===== config.mk =====
export PLATFORM = sky130hd
export DESIGN_NAME = cv32e40x_rf_wport_arbiter
export DESIGN_NICKNAME = d
export VERILOG_FILES = /design/src/rtl/cv32e40x_rf_wport_arbiter.sv
export SDC_FILE = /design/constraint.sdc
export NUM_CORES = 1
export LEC_CHECK = 0
export BUFFER_PORTS_ARGS = -buffer_cell sky130_fd_sc_hd__buf_2
export CAP_MARGIN = 20
export CELL_PAD_IN_SITES_DETAIL_PLACEMENT = 0
export CELL_PAD_IN_SITES_GLOBAL_PLACEMENT = 2
export CORE_MARGIN = 10
export CORE_UTILIZATION = 36
export CTS_BUF_LIST = sky130_fd_sc_hd__clkbuf_8 sky130_fd_sc_hd__clkbuf_16
export CTS_CLUSTER_SIZE = 25
export DETAILED_ROUTE_END_ITERATION = 12
export PLACE_DENSITY_LB_ADDON = 0.1
export RECOVER_POWER = 50
export SETUP_SLACK_MARGIN = 0.15
export SLEW_MARGIN = 20
export SYNTH_ARGS = -nofsm -noshare
export SYNTH_HDL_FRONTEND = slang
export SYNTH_SLANG_ARGS = --single-unit

===== constraint.sdc =====
create_clock -name clk -period 6 [get_ports clk]
set_input_delay 1.2 -clock clk [delete_from_list [all_inputs] [get_ports clk]]
set_output_delay 1.2 -clock clk [all_outputs]
set_load 0.01 [all_outputs]

===== src/rtl/cv32e40x_rf_wport_arbiter.sv =====
`default_nettype none
// +--------------------------------------------------------------------------+
// | cv32e40x_rf_wport_arbiter: shares the RF write port between WB and XIF.  |
// | Rev 1.0                                                                  |
// +--------------------------------------------------------------------------+
module cv32e40x_rf_wport_arbiter #(
  parameter int unsigned XIF_FIFO_DEPTH = 2,
  parameter int unsigned STARVE_LIMIT   = 4
) (
  input  logic        clk,
  input  logic        rst,
  input  logic        wb_we_i,
  input  logic [4:0]  wb_waddr_i,
  input  logic [31:0] wb_wdata_i,
  output logic        wb_gnt_o,
  input  logic        xif_result_valid_i,
  output logic        xif_result_ready_o,
  input  logic [4:0]  xif_result_rd_i,
  input  logic        xif_result_we_i,
  input  logic        xif_result_exc_i,
  input  logic [31:0] xif_result_data_i,
  output logic        rf_we_o,
  output logic [4:0]  rf_waddr_o,
  output logic [31:0] rf_wdata_o,
  output logic [31:0] pend_rd_o,
  output logic        fifo_empty_o
);

  localparam int unsigned PTR_W = (XIF_FIFO_DEPTH > 1) ? $clog2(XIF_FIFO_DEPTH) : 1;
  localparam int unsigned CNT_W = $clog2(XIF_FIFO_DEPTH + 1);
  localparam int unsigned SC_W  = $clog2(STARVE_LIMIT + 1);

  localparam logic [PTR_W-1:0] LAST_PTR   = PTR_W'(XIF_FIFO_DEPTH - 1);
  localparam logic [CNT_W-1:0] FULL_CNT   = CNT_W'(XIF_FIFO_DEPTH);
  localparam logic [SC_W-1:0]  STARVE_MAX = SC_W'(STARVE_LIMIT);

  logic [4:0]                rd_q   [XIF_FIFO_DEPTH];
  logic [4:0]                rd_d   [XIF_FIFO_DEPTH];
  logic [31:0]               data_q [XIF_FIFO_DEPTH];
  logic [31:0]               data_d [XIF_FIFO_DEPTH];
  logic [XIF_FIFO_DEPTH-1:0] vld_q, vld_d;
  logic [PTR_W-1:0]          wr_ptr_q, wr_ptr_d, rd_ptr_q, rd_ptr_d;
  logic [CNT_W-1:0]          count_q, count_d;
  logic [SC_W-1:0]           starve_q, starve_d;

  logic        empty, full, wb_req, waw_hit, xif_wins, push, pop;
  logic [31:0] pend;

  always_comb begin
    empty  = (count_q == '0);
    full   = (count_q == FULL_CNT);
    wb_req = wb_we_i && (wb_waddr_i != 5'd0);

    pend = '0;
    for (int i = 0; i < int'(XIF_FIFO_DEPTH); i++) begin
      if (vld_q[i]) pend[rd_q[i]] = 1'b1;
    end

    waw_hit  = wb_req && pend[wb_waddr_i];
    // Reset suppresses any pop so discarded entries never reach the RF.
    xif_wins = !rst && !empty && (!wb_req || waw_hit || (starve_q == STARVE_MAX));
    pop      = xif_wins;
    // Results that cannot write (exception, no we, x0) are accepted and dropped.
    push     = !rst && xif_result_valid_i && !full && xif_result_we_i &&
               !xif_result_exc_i && (xif_result_rd_i != 5'd0);

    rd_d     = rd_q;
    data_d   = data_q;
    vld_d    = vld_q;
    wr_ptr_d = wr_ptr_q;
    rd_ptr_d = rd_ptr_q;
    count_d  = count_q;

    if (push) begin
      rd_d[wr_ptr_q]   = xif_result_rd_i;
      data_d[wr_ptr_q] = xif_result_data_i;
      vld_d[wr_ptr_q]  = 1'b1;
      wr_ptr_d         = (wr_ptr_q == LAST_PTR) ? '0 : wr_ptr_q + PTR_W'(1);
    end
    if (pop) begin
      vld_d[rd_ptr_q] = 1'b0;
      rd_ptr_d        = (rd_ptr_q == LAST_PTR) ? '0 : rd_ptr_q + PTR_W'(1);
    end
    case ({push, pop})
      2'b10:   count_d = count_q + CNT_W'(1);
      2'b01:   count_d = count_q - CNT_W'(1);
      default: count_d = count_q;
    endcase

    starve_d = starve_q;
    if (empty || xif_wins) begin
      starve_d = '0;
    end else if (starve_q != STARVE_MAX) begin
      starve_d = starve_q + SC_W'(1);
    end
  end

  always_ff @(posedge clk) begin
    if (rst) begin
      vld_q    <= '0;
      wr_ptr_q <= '0;
      rd_ptr_q <= '0;
      count_q  <= '0;
      starve_q <= '0;
    end else begin
      vld_q    <= vld_d;
      wr_ptr_q <= wr_ptr_d;
      rd_ptr_q <= rd_ptr_d;
      count_q  <= count_d;
      starve_q <= starve_d;
    end
  end

  // Payload storage needs no reset; validity is tracked by vld_q.
  always_ff @(posedge clk) begin
    rd_q   <= rd_d;
    data_q <= data_d;
  end

  always_comb begin
    rf_we_o            = xif_wins || (wb_req && !rst);
    rf_waddr_o         = xif_wins ? rd_q[rd_ptr_q]   : wb_waddr_i;
    rf_wdata_o         = xif_wins ? data_q[rd_ptr_q] : wb_wdata_i;
    wb_gnt_o           = xif_wins ? !wb_req : 1'b1;
    xif_result_ready_o = rst || !full;
    fifo_empty_o       = rst || empty;
    pend_rd_o          = rst ? 32'd0 : pend;
  end

endmodule
`default_nettype wire

==> results.cfg <==
[yosys]
synth_top_family_by_area = multiplexers
yosysUniqueCellTypes = 60
yosysMostFrequentCell = edfxtp_1
synth-simple-area-share_pct = 13.8
synth_warnings = 0
synth_adder_area_share_pct = 0.769
synth_xor_area_share_pct = 0.538
synth_area_um2 = 4880
synth-seq-area-share_pct = 49.2
synth-seq-cells = 83
synthCells = 379
synth_compound_area_share_pct = 10.9
synthTopCellsByCount = edfxtp_1, mux2_2, mux2_4
synth-async-reset-ratio_pct = 0
syn_nets = 462
yosysTopAreaCell = edfxtp_1
synth_area_leaders = edfxtp_1, mux2_4, mux2_2
synth_mux_area_share_pct = 21.4
synth_top_area_share_pct = 45.5
syn_avg_cell_area_um2 = 12.9
synth_edf_count = 74
synthFlopType = edfxtp_1

[cts]
cts-root-buf = clkbuf_16
cts_tree = yes
htree_levels = 3
cts_buffers = 9
clock_latency_ns = 0.33
ctsLongestPathBuffers = 2
clkTransAtPathRegs_ns = 0.06
post_cts_buffers = 0
cts_resized = 0
numClockSinks = 83
cts_hold_buf = 0

[setup_path]
rr_worst_depth = 11
r2r_end = count_q[1]$_SDFFE_PP0P_
cp-end-kind = primary output
cp_max_fo = 26
timing.rr.start = rd_q[8]$_DFFE_PP_
critPathKind = reg2out
startpoint_type = flop
critPathRequiredTime_ns = 4.80
arrival_ns = 3.99
r2r_slack_ns = 1.95

[timing]
timing.fmax_mhz = 193
tns_ns = 0
finalCritPeriodShare_pct = 86.5
min_period_ns = 5.19
setup_viol = 0
tightest_slew_ns = 1.36
maxSlewHeadroom_pct = 9.63
drv_slew = 0
clock_skew_ns = 0.00328
hold_viol = 0
rsz0062_at_grt = no

[layout]
drive_gt1_share_pct = 44.8
layout.nets = 602
instances_no_fill = 700
area_growth_pct = 22.9
diodes = 0

[die]
start_util_pct = 36.9
boundaryPins = 153
core_area_um2 = 13200
dieHeight_um = 136
num_rows = 42
dieArea_um2 = 18600
die_w_um = 136

[drt]
drc = 0
first_pass_iters = 4
num_vias = 3662
drt-total-wl_mm = 13.6
drt_iter0_markers = 290
ant_nets = 0
routedWlPerCell_um = 19.4
viasPerCell = 5.23

[placed_design]
dp_hpwl_mm = 10.3
placed_cells = 684
gp_congestion = 0.831
numPortBuffers = 152

[run_status]
status = complete, no violations

[run]
maxCapViolCount = 0

[min_path]
worstHoldEndpoint = starve_q[0]$_SDFFE_PP0N_
hp-class = reg2reg
hold_depth = 1
min_from = starve_q[0]$_SDFFE_PP0N_

[global_route]
track_usage_pct = 14.2
overflow = 0
antenna_found_initial = 0
grt_pass1_wl_mm = 20.5
grt_max_degree = 42
grt_pass1_vias = 3805

[power]
vdd_ir_drop_max_uv = 198
power.leakage_nw = 2.25
power_mw = 1.28
power_density_nw_per_um2 = 214
==> critical path, stage by stage, from the launching register on <==
cell and delay (ns):
edfxtp_1 0.55, nor4bb_1 0.71, a2bb2oi_1 0.20, mux2i_1 0.26, nor2_1 0.10, o41ai_1 0.53, a21oi_4 0.15, inv_2 0.40
buf_12 0.29, mux2_4 0.32, buf_2 0.14
==> final cells by class <==
type / count / area (µm²)
Fill cell: 1288 / 7240
Sequential cell: 83 / 2400
Multi-Input combinational cell: 262 / 2310
Timing Repair Buffer: 156 / 776
Clock buffer: 9 / 225
Tap cell: 176 / 220
Clock inverter: 7 / 43.8
Inverter: 7 / 26.3
==> placed cells by master (no fill, tap or decap), types with 4 or more instances in the layout <==
| master | count |
|---|---|
| dfxtp_1 | 8 |
| o221ai_1 | 5 |
| and2_1 | 18 |
| clkbuf_16 | 9 |
| nand2b_1 | 10 |
| mux2_4 | 35 |
| edfxtp_1 | 74 |
| nand2_1 | 11 |
| clkbuf_1 | 20 |
| inv_1 | 6 |
| a2bb2oi_1 | 5 |
| mux2_2 | 35 |
| o21ai_0 | 4 |
| a22o_1 | 4 |
| a22oi_1 | 11 |
| nor4bb_1 | 5 |
| mux2i_1 | 6 |
| nor2_1 | 31 |
| buf_2 | 133 |
| o22ai_1 | 11 |
| nor2b_1 | 6 |
==> power by group <==
part / total (mW) / switching, mW / leakage, nW / internal, mW
registers: 0.649 / 0.0119 / 0.741 / 0.637
clock network: 0.486 / 0.208 / 0.123 / 0.277
logic: 0.147 / 0.0675 / 1.39 / 0.0795
==> sequential cells by signal, summed over array words and instances, names as in the netlist <==
name	cells
data_q	64
rd_q	10
starve_q	3
count_q	2
vld_q	2
rd_ptr_q	1
wr_ptr_q	1
==> cells by family after synthesis <==
kind of cell,after synthesis
buffers and inverters,34
AND/OR/NAND/NOR,112
multiplexers,79
flip-flops,83
AO/OA/AOI/OAI,65
XOR/XNOR,3
adder cells (fa/ha/maj),3
==> per-layer routing <==
layer	wire (µm)	global-route usage (%)
met5	0	0
met4	208	4.50
met1	5470	16.3
met3	1450	7.12
met2	6470	22.7
==> worst max path at each step <==
stage / from / to / slack, ns
after floorplan: wb_waddr_i[2] / rf_waddr_o[1] / 1.74
after global placement: wb_waddr_i[1] / rf_wdata_o[30] / 1.05
after detailed placement: wb_waddr_i[1] / rf_waddr_o[1] / 1.00
after CTS: wb_waddr_i[1] / rf_waddr_o[1] / 1.0
after global routing: rd_q[8]$_DFFE_PP_ / rf_wdata_o[21] / 0.52
final: rd_q[8]$_DFFE_PP_ / rf_wdata_o[1] / 0.81
==> stage by stage <==
stage               util (%)  instance area (µm²)  worst slack, ns  hold slack, ns
finish                  45.3                 6000            0.808           0.447
global route            45.3                 6000            0.522           0.465
CTS                     45.8                 6060            0.997           0.454
floorplan                  -                 4880             1.74           0.417
global placement        43.6                 5780             1.05           0.431
detailed placement      43.8                 5800             1.00           0.443
Note: power is estimated with default switching activity, not from simulation.
